--- config.mk ---
export PLATFORM = sky130hd
export DESIGN_NAME = tmds_decoder_flat
export DESIGN_NICKNAME = d
export VERILOG_FILES = /design/src/rtl/tmds_decoder_if.sv /design/src/rtl/tmds_decoder.sv /design/src/flat_wrapper.sv
export SDC_FILE = /design/constraint.sdc
export NUM_CORES = 1
export LEC_CHECK = 0
export CORE_MARGIN = 3
export CORE_UTILIZATION = 56
export CTS_CLUSTER_DIAMETER = 120
export CTS_CLUSTER_SIZE = 16
export DETAILED_ROUTE_END_ITERATION = 6
export GPL_ROUTABILITY_DRIVEN = 1
export PLACE_DENSITY_LB_ADDON = 0.08
export SLEW_MARGIN = 20
export SYNTH_ARGS = -nofsm -noshare
export SYNTH_HDL_FRONTEND = slang
export SYNTH_SLANG_ARGS = --single-unit
--- constraint.sdc ---
create_clock -name clk_in -period 6.7 [get_ports clk_in]
set_input_delay 0.67 -clock clk_in [delete_from_list [all_inputs] [get_ports clk_in]]
set_output_delay 0.67 -clock clk_in [all_outputs]
set_load 0.02 [all_outputs]
--- src/rtl/tmds_decoder_if.sv ---
// Symbol-in / decoded-pixel-out bundle for the TMDS decoder.
// The source (master) drives symbols; the decoder (slave) returns decoded results.
interface tmds_decoder_if;
  logic [9:0] tmds_in;
  logic       valid_in;
  logic [7:0] data_out;
  logic [1:0] ctrl_out;
  logic       de_out;
  logic       valid_out;
  logic       err_out;
  logic       sync_out;

  modport master (
    output tmds_in, valid_in,
    input  data_out, ctrl_out, de_out, valid_out, err_out, sync_out
  );

  modport slave (
    input  tmds_in, valid_in,
    output data_out, ctrl_out, de_out, valid_out, err_out, sync_out
  );
endinterface

--- src/rtl/tmds_decoder.sv ---
// Two-stage TMDS symbol decoder: stage 1 captures the symbol, stage 2 decodes it,
// tracks running disparity and runs the control-symbol lock FSM.
module tmds_decoder #(
  parameter int LOCK_RUN   = 8,
  parameter int DISP_LIMIT = 16
) (
  input  logic          clk_in,
  input  logic          rst_in,
  tmds_decoder_if.slave bus
);

  // Counter must hold +/-(DISP_LIMIT + 10) before the limit check reloads it.
  localparam int CNT_W_MIN = $clog2(DISP_LIMIT + 11) + 1;
  localparam int CNT_W     = (CNT_W_MIN < 7) ? 7 : CNT_W_MIN;
  localparam int RUN_W     = $clog2(LOCK_RUN + 1);

  localparam logic signed [CNT_W-1:0] C_LIM  = CNT_W'(DISP_LIMIT);
  localparam logic signed [CNT_W-1:0] C_TEN  = CNT_W'(10);
  localparam logic        [RUN_W-1:0] C_LOCK = RUN_W'(LOCK_RUN);
  localparam logic        [RUN_W-1:0] C_ONE  = RUN_W'(1);

  typedef enum logic {
    ST_HUNT   = 1'b0,
    ST_LOCKED = 1'b1
  } state_t;

  logic [9:0]              r_s1_tmds;
  logic                    r_s1_valid;
  logic [7:0]              r_data;
  logic [1:0]              r_ctrl;
  logic                    r_de;
  logic                    r_valid;
  logic                    r_err;
  logic signed [CNT_W-1:0] r_cnt;
  logic [RUN_W-1:0]        r_run;
  state_t                  r_state;

  logic                    w_ctrl_hit;
  logic [1:0]              w_ctrl_code;
  logic [7:0]              w_q;
  logic [7:0]              w_dec;
  logic [3:0]              w_ones;
  logic signed [CNT_W-1:0] w_disp;
  logic signed [CNT_W-1:0] w_sum;
  logic                    w_over;
  logic                    w_err;
  logic signed [CNT_W-1:0] w_cnt_next;
  logic [RUN_W-1:0]        w_run_next;
  state_t                  w_state_next;

  genvar gi;

  always_comb begin
    w_ctrl_hit  = 1'b1;
    w_ctrl_code = 2'b00;
    case (r_s1_tmds)
      10'b1101010100: w_ctrl_code = 2'b00;
      10'b0010101011: w_ctrl_code = 2'b01;
      10'b0101010100: w_ctrl_code = 2'b10;
      10'b1010101011: w_ctrl_code = 2'b11;
      default:        w_ctrl_hit  = 1'b0;
    endcase
  end

  // Undo the optional inversion, then the XOR/XNOR chain.
  assign w_q      = r_s1_tmds[9] ? ~r_s1_tmds[7:0] : r_s1_tmds[7:0];
  assign w_dec[0] = w_q[0];

  generate
    for (gi = 1; gi < 8; gi++) begin : g_dec
      assign w_dec[gi] = r_s1_tmds[8] ? (w_q[gi] ^ w_q[gi-1])
                                      : ~(w_q[gi] ^ w_q[gi-1]);
    end
  endgenerate

  always_comb begin
    w_ones = '0;
    for (int i = 0; i < 10; i++) begin
      w_ones = w_ones + 4'(r_s1_tmds[i]);
    end
  end

  // Symbol disparity in (ones - zeros) units: 2*ones - 10.
  assign w_disp = $signed(CNT_W'({w_ones, 1'b0})) - C_TEN;
  assign w_sum  = r_cnt + w_disp;
  assign w_over = (w_sum > C_LIM) || (w_sum < -C_LIM);
  assign w_err  = r_s1_valid && !w_ctrl_hit && w_over;

  always_comb begin
    w_cnt_next = r_cnt;
    w_run_next = '0;
    if (w_ctrl_hit) begin
      w_cnt_next = '0;
      if ((r_run != '0) && (w_ctrl_code == r_ctrl)) begin
        w_run_next = (r_run == C_LOCK) ? r_run : r_run + C_ONE;
      end else begin
        w_run_next = C_ONE;
      end
    end else begin
      w_cnt_next = w_over ? w_disp : w_sum;
    end
  end

  always_comb begin
    w_state_next = r_state;
    case (r_state)
      ST_HUNT: begin
        if (r_s1_valid && (w_run_next == C_LOCK)) begin
          w_state_next = ST_LOCKED;
        end
      end
      ST_LOCKED: begin
        if (w_err) begin
          w_state_next = ST_HUNT;
        end
      end
      default: w_state_next = ST_HUNT;
    endcase
  end

  always_ff @(posedge clk_in or negedge rst_in) begin
    if (!rst_in) begin
      r_s1_tmds  <= '0;
      r_s1_valid <= 1'b0;
    end else begin
      r_s1_tmds  <= bus.tmds_in;
      r_s1_valid <= bus.valid_in;
    end
  end

  always_ff @(posedge clk_in or negedge rst_in) begin
    if (!rst_in) begin
      r_data  <= '0;
      r_ctrl  <= '0;
      r_de    <= 1'b0;
      r_valid <= 1'b0;
      r_err   <= 1'b0;
      r_cnt   <= '0;
      r_run   <= '0;
      r_state <= ST_HUNT;
    end else begin
      r_valid <= r_s1_valid;
      r_err   <= w_err;
      r_state <= w_state_next;
      if (r_s1_valid) begin
        r_data <= w_ctrl_hit ? 8'h00 : w_dec;
        r_ctrl <= w_ctrl_hit ? w_ctrl_code : r_ctrl;
        r_de   <= !w_ctrl_hit;
        r_cnt  <= w_cnt_next;
        r_run  <= w_run_next;
      end
    end
  end

  assign bus.data_out  = r_data;
  assign bus.ctrl_out  = r_ctrl;
  assign bus.de_out    = r_de;
  assign bus.valid_out = r_valid;
  assign bus.err_out   = r_err;
  assign bus.sync_out  = (r_state == ST_LOCKED);

endmodule
--- src/flat_wrapper.sv ---
// flat-port wrapper written by rule: the top's interface ports become plain ports
module tmds_decoder_flat 
#(
  parameter int LOCK_RUN   = 8,
  parameter int DISP_LIMIT = 16
)
  (clk_in, rst_in, bus_tmds_in, bus_valid_in, bus_data_out, bus_ctrl_out, bus_de_out, bus_valid_out, bus_err_out, bus_sync_out);
  tmds_decoder_if bus_i ();
  input  logic clk_in;
  input  logic rst_in;
  input wire logic [$bits(bus_i.tmds_in)-1:0] bus_tmds_in;
  input wire logic [$bits(bus_i.valid_in)-1:0] bus_valid_in;
  output wire logic [$bits(bus_i.data_out)-1:0] bus_data_out;
  output wire logic [$bits(bus_i.ctrl_out)-1:0] bus_ctrl_out;
  output wire logic [$bits(bus_i.de_out)-1:0] bus_de_out;
  output wire logic [$bits(bus_i.valid_out)-1:0] bus_valid_out;
  output wire logic [$bits(bus_i.err_out)-1:0] bus_err_out;
  output wire logic [$bits(bus_i.sync_out)-1:0] bus_sync_out;
  assign bus_i.tmds_in = bus_tmds_in;
  assign bus_i.valid_in = bus_valid_in;
  assign bus_data_out = bus_i.data_out;
  assign bus_ctrl_out = bus_i.ctrl_out;
  assign bus_de_out = bus_i.de_out;
  assign bus_valid_out = bus_i.valid_out;
  assign bus_err_out = bus_i.err_out;
  assign bus_sync_out = bus_i.sync_out;
  tmds_decoder #(.LOCK_RUN(LOCK_RUN), .DISP_LIMIT(DISP_LIMIT)) u_core (.clk_in(clk_in), .rst_in(rst_in), .bus(bus_i));
endmodule
# == Word level (Yosys, flattened, before mapping) ==
# Cells that the tools add are included.
# word_totals
in_bits,13
output_inout_bits,14
regBits,36
# op_classes
reduce_logical,9
muxes,19
addsub,12
bitwise,16
eq_ne,7
order_cmp,2
# op_table
operator,n
4-bit by 1-bit adder with 4-bit output,8
"10-bit == test, second input constant",2
8-bit 2-to-1 mux,2
7-bit 2-to-1 mux,2
4-bit 2-to-1 mux,3
"10-bit by 8-bit == test with 1-bit output, second input constant",1
"10-bit by 9-bit == test with 1-bit output, second input constant",1
1-bit 2-to-1 mux,10
"4-bit == test, second input constant",2
1-bit inverter,8
8-bit inverter,1
7-bit adder,1
"7-bit by 6-bit greater-than comparator with 1-bit output, second input constant",1
"7-bit by 5-bit < comparator with 1-bit output, second input constant",1
1-bit XOR,7
2-bit case mux with 3 select lines,1
"5-bit by 4-bit subtractor with 6-bit output, second input constant",1
"4-bit by 1-bit adder with 4-bit output, second input constant",1
1-bit logical AND,4
4-bit nonzero test,1
4-bit OR reduction,1
1-bit by 1-bit adder with 2-bit output,1
2-bit == test,1
1-bit case mux with 2 select lines,1
3 further kinds,3

# == Longest topological paths before layout ==
# depth
ltp_word,16
depth_mapped,19
ltp_nobuf,18

# == Worst setup path after synthesis ==
# Ideal clock, no wire load.
# synth_path
kind,register to register
startpoint,register u_core.r_s1_tmds[0]
endpoint,register u_core.r_cnt[1]
path_slack_ns,1.157
arrival_time_ns,5.416
setup_time_ns,0.126
stages_incl_launch_ff,19
path_cell_list,dfrtp_1 inv_1 ha_1 inv_1 fa_1 fa_1 fa_1 fa_1 fa_1 ha_1 inv_1 a2111oi_4 ha_1 a21oi_1 xnor3_1 and3_4 buf_6 or2_4 a311o_1
# synth_between
elab_chain_len,15
elab_cells_between_ends,22
cone_classes,add/sub: 11; order compare: 2; eq/ne: 4; mux: 3; reduce/logical: 2
# synth_lines
item,line,rtl
start: declaration,tmds_decoder.sv:27,logic [9:0] r_s1_tmds;
start signal: assignment,tmds_decoder.sv:126,r_s1_tmds <= bus.tmds_in;
1-bit by 1-bit adder with 2-bit output,tmds_decoder.sv:79,w_ones = w_ones + 4'(r_s1_tmds[i]);
4-bit by 1-bit adder with 4-bit output (8 in series),tmds_decoder.sv:79,
5-bit by 4-bit subtractor with 6-bit output,tmds_decoder.sv:84,"assign w_disp = $signed(CNT_W'({w_ones, 1'b0})) - C_TEN;"
7-bit adder,tmds_decoder.sv:85,assign w_sum = r_cnt + w_disp;
7-bit by 6-bit greater-than comparator with 1-bit output / 7-bit by 5-bit < comparator with 1-bit output (equally long branches),tmds_decoder.sv:86,assign w_over = (w_sum > C_LIM) || (w_sum < -C_LIM);
1-bit logical OR,tmds_decoder.sv:86,
7-bit 2-to-1 mux,tmds_decoder.sv:100,w_cnt_next = w_over ? w_disp : w_sum;
7-bit 2-to-1 mux *,tmds_decoder.sv:92,if (w_ctrl_hit) begin
end signal: assignment,tmds_decoder.sv:149,r_cnt <= w_cnt_next;
end: declaration,tmds_decoder.sv:34,logic signed [CNT_W-1:0] r_cnt;
# Every way passes the cells marked *; elsewhere a longest branch is shown, timed or not.
# A chain may end at the register's enable or synchronous reset.

# == Worst setup path in the final report ==
# Same ends and word-level chain as after synthesis.

==> impl_metrics.csv <==
group,metric,value,unit
outcome,status,"complete, no violations",
layout,fillers,276,
detailed_routing,routed_wl,4671,um
logic_synthesis,syn_inst,219,
die,die_h,69.49,um
worst_setup_path,reg2reg_setup_slack,0.65,ns
logic_synthesis,synth_ff_type,"dfrtp_1",
clock_network,cts-htree-levels,2,
placement,port_buffers,26,
logic_synthesis,synth_seq_cells,35,
pwr,seqPwrFrac,22.5,%
worst_setup_path,cp-end-kind,"register",
pwr,power_switching,517.6,uW
die,fp.dieW,69.49,um
detailed_routing,route.detailed.drc,0,
timing,relSlewSlack,49.50,%
detailed_routing,via_per_inst,5.730,
worst_setup_path,cp_common_cell,"fa_1",
timing,final_max_slew_viol_count,0,
worst_setup_path,slowest_stage,"fa_1",
clock_network,clk_pin_slew,0.07,ns
logic_synthesis,async_flop_share,100.0,%
pwr,combPwrFrac,63.7,%
timing,max_freq,165.3,MHz
placement,placed_area,2542,um^2
clock_network,cts_resized,0,
layout,nets,282,
layout,drive_gt1_share,5.306,%
timing,min_period,6.051,ns
detailed_routing,dr.pass1.iters,4,
layout,layout_common_cells,"dfrtp_1, inv_1, clkdlybuf4s50_1",
global_route,grt_use_total,21.87,%
clock_network,clock_sinks,35,
logic_synthesis,ys_seq_area_share,38.80,%
clock_network,cts_hold_buf,0,
logic_synthesis,synth_top_cell_area_share,38.80,%
timing,finalHoldViolations,0,
global_route,grt_pass1_wl,8404,um
die,core_area,3771,um^2
detailed_routing,ant_nets,0,
logic_synthesis,yosys_warnings,0,
detailed_routing,vias,1679,
die,initial_core_util,59.85,%
logic_synthesis,synth.distinct_cells,48,
timing,setup_tns,0,ns
global_route,grt_start_max_net_pins,36,
clock_network,cts_max_path_buffers,2,
logic_synthesis,syn-cell-area,2257,um^2
clock_network,post_cts_buffers,0,
worst_setup_path,crit_path_max_fanout,7,
clock_network,numCtsBuffers,5,
worst_setup_path,cp-startpoint,"u_core.r_s1_tmds[0]",
die,dieArea,4828,um^2
detailed_routing,wl_per_cell,15.94,um
layout,final_core_util,70.07,%
die,row_count,22,
pwr,p_leak,0.001210,uW
worst_setup_path,critPathTopFamily,"adder cells",
worst_setup_path,r2r_cells,18,
global_route,grt.overflow.total,0,
global_route,grt_pass1_vias,1810,
placement,gp_congestion,0.8905,
worst_setup_path,worst_ep_arrival_time,6.23,ns
layout,design_area,2643,um^2
worst_setup_path,path_cells,"inv_1 > ha_1 > inv_1 > fa_1 > fa_1 > fa_1 > fa_1 > fa_1 > ha_1 > inv_1 > a2111oi_4 > ha_1 > a21oi_1 > o21ai_0 > xor3_1 > a211oi_2 > nor3_1 > a311o_1",
worst_setup_path,cp_num_buf_inv,3,
pwr,clockPowerShare,13.8,%
job,drv_cap,0,
min_path,min_to,"u_core.bus.de_out",
min_path,holdPathStages,1,
logic_synthesis,yosysTopAreaCell,"dfrtp_1",
logic_synthesis,synth_area_leaders,"dfrtp_1, ha_1, fa_1, xnor2_1, inv_1",
clock_network,cts_tree,"done",
pwr,vdd_drop_max,0.5858,mV
worst_setup_path,critPathMaxStageDelay,0.58,ns
min_path,hold_class,"register to register",
timing,whs,0.4961,ns
worst_setup_path,reg2reg_from,"u_core.r_s1_tmds[0]",
layout,final_cell_count_no_fill,293,
timing,fin_worst_skew,0.01140,ns
worst_setup_path,crit_required,6.88,ns
pwr,switching_share,42.12,%
clock_network,clkLatencyLatePin,0.29,ns
detailed_routing,dr.first_iter.drc_count,163,
worst_setup_path,path_class,"register to register",
min_path,min_from,"u_core.bus.de_out",
timing,rsz0062_at_grt,"no",
logic_synthesis,syn_area_per_cell,10.31,um^2
timing,min_period_over_period,90.31,%
timing,finalSetupViolations,0,
logic_synthesis,synth_edf_count,0,
layout,final_common_cell,"dfrtp_1",
worst_setup_path,timing.rr.end,"u_core.r_cnt[1]",
logic_synthesis,syn-num-nets,257,
layout,syn_to_final_growth,17.07,%
pwr,internal_power,711.1,uW
placement,post-place-cells,285,
timing,worstMarginPinSlew,0.7547,ns
layout,antenna_cells,0,
worst_setup_path,cp-start-kind,"register",
placement,hpwl,3460,um
die,ios,27,
clock_network,cts_root_buffer,"clkbuf_8",
pwr,power.density,465.0,nW/um^2
global_route,antenna_found_initial,0,
-- power groups by stage --
stage	Sequential (uW)	Clock (uW)	Combinational, uW
after floorplan	285	0	620
after global placement	278	0	715
after detailed placement	280	0	761
after CTS	276	173	775
after global routing	281	185	854
final	277	169	783
-- final cells by class --
cell class	instances	area, um^2	area share (%)
timing repair buffer	27	267.8	10.13
multi-input combinational	143	1219	46.12
tap	48	60.06	2.273
sequential	35	875.8	33.14
clock buffer	8	100.1	3.788
inverter	32	120.1	4.545
-- cell usage after synthesis (all sizes together), types with 2 or more instances --
library cell,number
dfrtp,35
fa,7
xor2,8
nor3b,2
a221oi,2
o32ai,2
inv,32
and3,3
a211oi,2
xnor2,15
clkbuf,7
a22o,6
nand2,7
ha,18
a21oi,5
o31ai,2
nor2,11
a21o,2
o211ai,2
a221o,2
o21ai,12
nand3,8
nand3b,2
nor3,6
buf,2
-- worst max path at each step --
stage / end / slack, ns / cells past startpoint
finish: u_core.r_cnt[1] / 0.65 / 18
global route: u_core.r_cnt[4] / 0.41 / 18
CTS: u_core.r_cnt[1] / 0.73 / 18
detailed placement: u_core.r_cnt[1] / 0.80 / 18
global placement: u_core.r_cnt[1] / 1.01 / 18
floorplan: u_core.r_cnt[1] / 1.16 / 18
-- metal layers --
metal / vias to the layer above / share of wire, % / global-route usage (%) / wire (um)
li1: 797 / - / - / -
met1: 819 / 43 / 27.62 / 2005
met2: 49 / 50 / 34.96 / 2320
met3: 14 / 4.9 / 5.652 / 231
met4: 0 / 2.4 / 10.41 / 114
met5: - / 0 / 0 / 0
-- kinds of logic after synthesis --
| family | share of synthesized area, % |
|---|---|
| simple gates | 12.03 |
| compound gates | 14.80 |
| buf+inv | 7.206 |
| flops | 38.80 |
| xor+xnor | 10.98 |
| fa+ha+maj | 16.19 |
-- sequential cells by signal (all words and copies together), names as in the netlist --
register,count
u_core.bus.sync_out,1
u_core.bus.err_out,1
u_core.r_s1_tmds,10
u_core.bus.data_out,8
u_core.r_cnt,6
u_core.bus.de_out,1
u_core.r_s1_valid,1
u_core.bus.ctrl_out,2
u_core.r_run,4
u_core.bus.valid_out,1
-- through the flow --
step | power (uW) | setup slack [ns]
after floorplan | 905.3 | 1.157
after global placement | 993.3 | 1.012
after detailed placement | 1041 | 0.8032
after CTS | 1224 | 0.7256
after global routing | 1320 | 0.4108
final | 1229 | 0.6492
Note: power is estimated with default switching activity, not from simulation.
